[config.mk]
export PLATFORM = sky130hd
export DESIGN_NAME = phase_freq_detector_tdc
export DESIGN_NICKNAME = d
export VERILOG_FILES = /design/src/rtl/phase_freq_detector_tdc.sv
export SDC_FILE = /design/constraint.sdc
export NUM_CORES = 1
export LEC_CHECK = 0
export CAP_MARGIN = 25
export CELL_PAD_IN_SITES_DETAIL_PLACEMENT = 1
export CELL_PAD_IN_SITES_GLOBAL_PLACEMENT = 1
export CORE_ASPECT_RATIO = 1.2
export CORE_UTILIZATION = 44
export CTS_CLUSTER_DIAMETER = 80
export DETAILED_ROUTE_END_ITERATION = 10
export GPL_ROUTABILITY_DRIVEN = 0
export PLACE_DENSITY = 0.78
export SYNTH_ARGS = -nofsm -noshare
export SYNTH_HDL_FRONTEND = slang
export SYNTH_SLANG_ARGS = --single-unit
[constraint.sdc]
create_clock -name clk -period 2.1 [get_ports clk]
set_clock_uncertainty 0.2 [all_clocks]
set_input_delay 0.42 -clock clk [delete_from_list [all_inputs] [get_ports clk]]
set_output_delay 0.42 -clock clk [all_outputs]
set_load 0.02 [all_outputs]
[src/rtl/phase_freq_detector_tdc.sv]
// Phase/frequency detector with a counter-based TDC: signed phase error in clk cycles plus lock detect.
// Optional macro PFD_TIMEOUT_EN: close an open measurement when the counter saturates.
module phase_freq_detector_tdc #(
    parameter int CNT_W       = 8,
    parameter int LOCK_THRESH = 2,
    parameter int LOCK_COUNT  = 8
) (
    input  logic                    clk,
    input  logic                    reset,
    input  logic                    enable,
    input  logic                    ref_in,
    input  logic                    fb_in,
    output logic                    up,
    output logic                    dn,
    output logic signed [CNT_W-1:0] err,
    output logic                    err_valid,
    output logic                    lock
);
    localparam int CW = CNT_W - 1;
    localparam int LW = $clog2(LOCK_COUNT + 1);
    localparam logic [CW-1:0]           MAX    = '1;
    localparam logic signed [CNT_W-1:0] EMAX   = CNT_W'(2**CW - 1);
    localparam logic [CNT_W-1:0]        THRESH = CNT_W'(LOCK_THRESH);
    localparam logic [LW-1:0]           LCNT   = LW'(LOCK_COUNT);

    typedef enum logic [1:0] {IDLE, REF_LEAD, FB_LEAD} state_t;

    state_t                  r_state, w_state_nx;
    logic [CW-1:0]           r_cnt, w_cnt_nx, w_cnt_inc;
    logic signed [CNT_W-1:0] r_err, w_err_nx, w_pos;
    logic                    r_err_valid, w_err_valid_nx;
    logic [LW-1:0]           r_lock_cnt;
    logic [2:0]              r_ref_sync, r_fb_sync, r_settle;
    logic                    w_ref_rise, w_fb_rise;
    logic [CNT_W-1:0]        w_abs_err;

    // [1:0] synchronizer, [2] delay flop; r_settle blocks rises until the delay flop holds a real sample
    always_ff @(posedge clk or posedge reset) begin
        if (reset) begin
            r_ref_sync <= '0;
            r_fb_sync  <= '0;
            r_settle   <= '0;
        end else begin
            r_ref_sync <= {r_ref_sync[1:0], ref_in};
            r_fb_sync  <= {r_fb_sync[1:0], fb_in};
            r_settle   <= {r_settle[1:0], 1'b1};
        end
    end

    assign w_ref_rise = r_settle[2] & r_ref_sync[1] & ~r_ref_sync[2];
    assign w_fb_rise  = r_settle[2] & r_fb_sync[1] & ~r_fb_sync[2];
    assign w_pos      = {1'b0, r_cnt};

    always_ff @(posedge clk or posedge reset) begin
        if (reset) begin
            r_state     <= IDLE;
            r_cnt       <= '0;
            r_err       <= '0;
            r_err_valid <= 1'b0;
        end else begin
            r_state     <= w_state_nx;
            r_cnt       <= w_cnt_nx;
            r_err       <= w_err_nx;
            r_err_valid <= w_err_valid_nx;
        end
    end

    always_comb begin
        w_state_nx     = r_state;
        w_cnt_nx       = r_cnt;
        w_err_nx       = r_err;
        w_err_valid_nx = 1'b0;
        w_cnt_inc      = (r_cnt == MAX) ? MAX : r_cnt + 1'b1;
        case (r_state)
            IDLE: begin
                if (w_ref_rise && w_fb_rise) begin
                    w_err_nx       = '0;
                    w_err_valid_nx = 1'b1;
                end else if (w_ref_rise) begin
                    w_state_nx = REF_LEAD;
                    w_cnt_nx   = CW'(1);
                end else if (w_fb_rise) begin
                    w_state_nx = FB_LEAD;
                    w_cnt_nx   = CW'(1);
                end
            end
            REF_LEAD: begin
                if (w_fb_rise) begin
                    w_err_nx       = w_pos;
                    w_err_valid_nx = 1'b1;
                    if (w_ref_rise) begin
                        w_cnt_nx = CW'(1);
                    end else begin
                        w_state_nx = IDLE;
                        w_cnt_nx   = '0;
                    end
                end else if (w_ref_rise) begin
                    w_err_nx       = EMAX;
                    w_err_valid_nx = 1'b1;
                    w_cnt_nx       = CW'(1);
`ifdef PFD_TIMEOUT_EN
                end else if (r_cnt == MAX) begin
                    w_err_nx       = EMAX;
                    w_err_valid_nx = 1'b1;
                    w_state_nx     = IDLE;
                    w_cnt_nx       = '0;
`endif
                end else begin
                    w_cnt_nx = w_cnt_inc;
                end
            end
            FB_LEAD: begin
                if (w_ref_rise) begin
                    w_err_nx       = -w_pos;
                    w_err_valid_nx = 1'b1;
                    if (w_fb_rise) begin
                        w_cnt_nx = CW'(1);
                    end else begin
                        w_state_nx = IDLE;
                        w_cnt_nx   = '0;
                    end
                end else if (w_fb_rise) begin
                    w_err_nx       = -EMAX;
                    w_err_valid_nx = 1'b1;
                    w_cnt_nx       = CW'(1);
`ifdef PFD_TIMEOUT_EN
                end else if (r_cnt == MAX) begin
                    w_err_nx       = -EMAX;
                    w_err_valid_nx = 1'b1;
                    w_state_nx     = IDLE;
                    w_cnt_nx       = '0;
`endif
                end else begin
                    w_cnt_nx = w_cnt_inc;
                end
            end
            default: begin
                w_state_nx = IDLE;
                w_cnt_nx   = '0;
            end
        endcase
        if (!enable) begin
            w_state_nx     = IDLE;
            w_cnt_nx       = '0;
            w_err_nx       = r_err;
            w_err_valid_nx = 1'b0;
        end
    end

    // err never reaches -2^(CNT_W-1), so the negation below cannot overflow
    assign w_abs_err = r_err[CNT_W-1] ? $unsigned(-r_err) : $unsigned(r_err);

    always_ff @(posedge clk or posedge reset) begin
        if (reset) begin
            r_lock_cnt <= '0;
        end else if (!enable) begin
            r_lock_cnt <= '0;
        end else if (r_err_valid) begin
            if (w_abs_err > THRESH)
                r_lock_cnt <= '0;
            else if (r_lock_cnt != LCNT)
                r_lock_cnt <= r_lock_cnt + 1'b1;
        end
    end

    assign up        = (r_state == REF_LEAD);
    assign dn        = (r_state == FB_LEAD);
    assign err       = r_err;
    assign err_valid = r_err_valid;
    assign lock      = (r_lock_cnt == LCNT);
endmodule

==> results.py, run 1 <==
metrics = {
    "power": {
        "p_int_mw": 1.45,
        "power.density_mw_per_mm2": 991,
        "total_power_mw": 2.28,
        "switching_share_pct": 36.4,
        "combPwrFrac_pct": 40.5,
        "p_leak_nw": 0.993,
        "clockPowerShare_pct": 26.9,
        "vdd_drop_max_mv": 0.600,
        "switchingPower_uw": 831,
        "p_seq_share_pct": 32.6,
    },
    "synthesis": {
        "yosys.area.top_type": "dfrtp_1",
        "yosysSeqAreaShare_pct": 41.5,
        "ys_ff_latch": 31,
        "syn_area_mm2": 0.00187,
        "synth_warnings": 0,
        "yosysMostFrequentCell": "dfrtp_1",
        "avgSynthCellArea_um2": 9.63,
        "synth_top_family_by_area": "simple AND/OR/NAND/NOR gates",
        "synth_compound_area_share_pct": 21.6,
        "postSynthCellCount": 194,
        "syn_nets": 209,
        "synth.area.mux_share_pct": 0.536,
        "synthSimpleGateAreaFrac_pct": 22.5,
        "synth_top_area_share_pct": 41.5,
        "synth_adder_area_share_pct": 6.70,
        "synth_area_leaders": "dfrtp_1, ha_1, o21ai_0",
        "synth_flop_cell": "dfrtp_1",
        "synth_cell_types": 51,
        "synthArstFlopShare_pct": 100,
        "synth_edf_count": 0,
        "yosys-top-cells-count": "dfrtp_1, o21ai_0, inv_1, a21oi_1, nand3_1",
        "synth_xor_xnor_area_share_pct": 1.47,
    },
    "finish": {
        "nets": 237,
        "final_util_pct": 57.6,
        "drive_gt1_share_pct": 19.3,
        "stdcell_count": 277,
        "diodes": 0,
        "area_growth_syn_to_layout_pct": 23.4,
    },
    "sta": {
        "post-route-min-period_ps": 2060,
        "setup_viol": 0,
        "finalMaxSlewViolations": 0,
        "hold_violations": 0,
        "rsz0062_at_grt": "true",
        "min_period_over_period_pct": 98.2,
        "fmax_mhz": 485,
    },
    "setup_path": {
        "worstSetupPathType": "register to register",
        "crit_required_ps": 2110,
        "end_kind": "register",
        "crit_arrival_ps": 2070,
        "startpoint_type": "register",
        "critPathMaxFanout": 7,
    },
    "cts": {
        "cts_sinks": 31,
        "clk_latency_ps": 290,
        "path_clk_slew_ps": 70,
        "ctsHoldBuffers": 0,
        "cts_buffers": 5,
        "ctsLongestPathBuffers": 2,
        "htreeDepth": 2,
        "root_buffer": "clkbuf_8",
        "cts_tree": "built",
    },
    "die": {
        "io_pins": 17,
        "die_h_um": 73.4,
        "core_mm2": 0.00400,
        "die_w_um": 61.5,
        "die_area_mm2": 0.00451,
        "num_rows": 25,
        "start_util_pct": 46.7,
    },
    "global_routing": {
        "antenna_found_initial": 0,
        "met3_usage_pct": 5.63,
        "busiest_layer": "met2",
        "grt_max_degree": 32,
        "grt_pass1_wl_um": 7830,
        "grt.overflow.total": 0,
        "grt_util_met1_pct": 25.5,
        "grt_util_met2_pct": 43.8,
        "grt_pass1_vias": 1693,
        "track_usage_pct": 24.2,
    },
    "worst_hold_path": {
        "hold_path_class": "register to register",
    },
    "drt": {
        "ant_nets": 0,
        "drt-wirelength-per-cell_um": 18.0,
        "vias_per_cell": 5.92,
        "wirelength_um": 4980,
        "vias": 1641,
        "drc": 0,
        "drt_first_pass_iters": 4,
        "drt_iter0_markers": 76,
    },
    "placed_design": {
        "dp.cells": 269,
        "dpl.hpwl_um": 3670,
        "port-buffer-count": 16,
    },
    "run": {
        "maxCapViolations": 0,
    },
    "run_status": {
        "status": "complete, no violations",
    },
}
-- logic make-up after synthesis --
family          Yosys count
simple gates             68
other cells               1
mux                       1
buf+inv                  23
flops                    31
compound gates           59
fa+ha+maj                10
xor+xnor                  1
-- per-stage QoR --
step                area, µm²  TNS [ps]  hold WS (ps)  setup WS (ps)
finish                   2300         0           149           37.1
global route             2300     -82.9           156          -23.7
CTS                      2270         0           151          0.309
detailed placement       2150      -304           136          -71.9
global placement         2150     -33.3           134          -7.57
floorplan                1870         0           131           20.3
-- per-layer routing --
metal	routed length [µm]	part of all wire (%)
met1	1940	39
met2	2780	56
met3	136	2.7
met4	128	2.6
met5	0	0
-- final timing paths --
kind                       slack (ps)                    from  cells after the start                 endpoint
setup / recovery                   40  r_state[0]$_DFFE_PP0P_                      6   r_state[0]$_DFFE_PP0P_
hold / removal                    150   r_settle[1]$_DFF_PP0_                      0    r_settle[2]$_DFF_PP0_
setup reg to reg                   40  r_state[0]$_DFFE_PP0P_                      6   r_state[0]$_DFFE_PP0P_
hold reg to reg                   150   r_settle[1]$_DFF_PP0_                      0    r_settle[2]$_DFF_PP0_
max in group asynchronous        1070                   reset                      3     r_cnt[0]$_DFFE_PP0P_
min in group asynchronous         310                   reset                      3  r_ref_sync[2]$_DFF_PP0_
-- layout by cell type, fill, tap and decap left out, drive strengths merged, types with 2 or more instances in the layout --
master	instances
buf	13
a21o	3
nor2	10
nand4	2
nor3	4
ha	10
nor3b	3
o21ai	17
o311ai	4
or3	2
o211a	2
a41oi	3
o22ai	2
nand2b	5
nand2	9
nand3	11
dfrtp	31
clkdlybuf4s50	13
a22o	6
nand4b	2
inv	15
o211ai	2
nor4	3
nor2b	5
a21oi	13
clkbuf	7
and3	5
a31oi	3
-- repair_timing --
item / 4_1_cts / 5_1_grt
setup buffers: 0 / 0
endpoints found under the hold margin: 0 / 0
resized for setup: 8 / 12
pin swaps: 0 / 0
endpoints found under the setup margin: 5 / 11
-- sequential cells by signal, summed over array words and instances (netlist names) --
| register | cells |
|---|---|
| err | 8 |
| err_valid | 1 |
| r_cnt | 7 |
| r_fb_sync | 3 |
| r_lock_cnt | 4 |
| r_ref_sync | 3 |
| r_settle | 3 |
| r_state | 2 |
-- power by group through the flow --
stage | Clock (mW) | Combinational (mW) | Sequential, mW
finish | 0.615 | 0.925 | 0.744
floorplan | 0 | 0.539 | 0.770
global placement | 0 | 0.820 | 0.741
CTS | 0.634 | 0.885 | 0.736
detailed placement | 0 | 0.877 | 0.747
global route | 0.652 | 1.01 | 0.757
-- worst max-delay path, stage by stage, from the launching register on --
cell      delay, ps
dfrtp_1         400
buf_4           150
ha_2            230
nor4_1          330
nor3_2          130
or4_1           440
o211ai_2        100
-- layout make-up --
class                   instances  area [µm²]
inverters                      15        56.3
fillers                       470        1700
multi-input cells             140        1030
repair buffers                 29         253
well taps                      54        67.6
clock buffers                   6        82.6
clock inverters                 2        35.0
flip-flops and latches         31         777
No activity file was read; power rests on OpenSTA's default activity.
==> run 2, diff against run 1 <==
--- a/config.mk
+++ b/config.mk
@@ -14,6 +14,7 @@
 export DETAILED_ROUTE_END_ITERATION = 10
 export GPL_ROUTABILITY_DRIVEN = 0
 export PLACE_DENSITY = 0.78
+export SKIP_CTS_REPAIR_TIMING = 1
 export SYNTH_ARGS = -nofsm -noshare
 export SYNTH_HDL_FRONTEND = slang
 export SYNTH_SLANG_ARGS = --single-unit
==> run 2 against run 1 <==
Compared with the run above: die area did not move; non-clock buffer count rose by 1; sequential share of layout area barely moved; cell area rose by 0.11%; largest power group unchanged; worst setup slack improved by 43 ps; power fell by 0.49%; via count fell by 1.8%; sequential power fell by 1%.
==> results.py, run 2 (synthesis gave the netlist of run 1 again) <==
metrics = {
    "worst_hold_path": {
        "min_from": "r_settle[1]$_DFF_PP0_",
        "hold_path_class": "register to register",
    },
    "finish": {
        "largest_reg_flops": 8,
        "final_util_pct": 57.6,
        "final_cell_mix": "dfrtp_1, inv_1, o21ai_0",
        "fill_cells": 466,
        "diodes": 0,
        "drive_gt1_share_pct": 19.2,
        "final_area_mm2": 0.00231,
        "area_growth_syn_to_layout_pct": 23.5,
        "mostFrequentLayoutCell": "dfrtp_1",
        "nets": 238,
        "stdcell_count": 278,
    },
    "sta": {
        "post-route-min-period_ps": 2020,
        "setup_viol": 0,
        "tightestPinTransition_ps": 526,
        "fmax_mhz": 495,
        "rsz0062_at_grt": "true",
        "hold_violations": 0,
        "setup_slack_ps": 80.6,
        "min_period_over_period_pct": 96.2,
        "holdWs_ps": 150,
        "finalMaxSlewViolations": 0,
        "tns_ps": 0,
        "relSlewSlack_pct": 64.5,
    },
    "power": {
        "power.density_mw_per_mm2": 985,
        "p_leak_nw": 1.02,
        "total_power_mw": 2.27,
        "vdd_drop_max_mv": 0.591,
    },
    "setup_path": {
        "cp-startpoint": "r_cnt[1]$_DFFE_PP0P_",
        "crit_arrival_ps": 1980,
        "worstSetupPathType": "register to register",
        "regToRegStartpoint": "r_cnt[1]$_DFFE_PP0P_",
        "crit_required_ps": 2070,
        "end_kind": "register",
        "critPathMaxFanout": 5,
        "startpoint_type": "register",
    },
    "placed_design": {
        "port-buffer-count": 16,
        "pre_cts_ws_ps": -71.9,
        "dpl.hpwl_um": 3670,
        "dp.cells": 269,
        "place_area_mm2": 0.00215,
    },
    "global_routing": {
        "busiest_layer": "met2",
        "grt_util_met2_pct": 43.7,
        "track_usage_pct": 23.7,
        "grt.overflow.total": 0,
        "met3_usage_pct": 5.46,
        "antenna_found_initial": 0,
        "grt_pass1_vias": 1682,
        "grt_pass1_wl_um": 7700,
        "grt_util_met1_pct": 24.6,
        "grt_max_degree": 32,
    },
    "cts": {
        "cts_sinks": 31,
        "path_clk_slew_ps": 70,
        "cts_tree": "built",
        "htreeDepth": 2,
        "ctsLongestPathBuffers": 2,
        "cts_buffers": 5,
        "clk_latency_ps": 290,
        "root_buffer": "clkbuf_8",
    },
    "drt": {
        "drc": 0,
        "drt_iter0_markers": 83,
        "drt_first_pass_iters": 4,
        "drt-wirelength-per-cell_um": 17.1,
        "vias_per_cell": 5.79,
        "ant_nets": 0,
        "wirelength_um": 4750,
        "vias": 1611,
    },
    "run": {
        "maxCapViolations": 0,
    },
    "die": {
        "io_pins": 17,
        "die_h_um": 73.4,
        "start_util_pct": 46.7,
        "die_area_mm2": 0.00451,
        "die_w_um": 61.5,
        "core_mm2": 0.00400,
        "num_rows": 25,
    },
    "run_status": {
        "status": "complete, no violations",
    },
}
run 2: path summary, 6_finish.rpt:
| kind | depth (start not counted) | end | slack [ps] |
|---|---|---|---|
| setup / recovery | 6 | r_cnt[0]$_DFFE_PP0P_ | 80 |
| hold / removal | 0 | r_settle[2]$_DFF_PP0_ | 150 |
| setup reg to reg | 6 | r_cnt[0]$_DFFE_PP0P_ | 80 |
| hold reg to reg | 0 | r_settle[2]$_DFF_PP0_ | 150 |
| max in group asynchronous | 3 | r_cnt[0]$_DFFE_PP0P_ | 1070 |
| min in group asynchronous | 3 | r_ref_sync[2]$_DFF_PP0_ | 310 |
run 2: area by class of cell:
type	count	area, µm²	share of cell area (%)
multi-input combinational	140	1020	44.4
sequential	31	777	33.7
clock inverter	2	35.0	1.52
clock buffer	6	82.6	3.58
tap	54	67.6	2.93
inverter	15	56.3	2.44
timing repair buffer	30	265	11.5
run 2: report_power, final:
group          switching [mW]  internal, mW  leakage, nW
logic                   0.515         0.412        0.557
registers              0.0683         0.666        0.407
clock network           0.229         0.383       0.0612
total                   0.813          1.46         1.02
run 2: critical path: stages (launching register included):
cell      delay, ps
dfrtp_1         420
ha_2            260
nand2_1         100
or3_1           420
nand3_1         120
a21oi_1          70
a211oi_1        310
run 2: per-layer routing:
layer / part of all wire, % / wire, µm
met5: 0 / 0
met4: 2.1 / 102
met3: 2.3 / 107
met2: 56 / 2670
met1: 39 / 1870
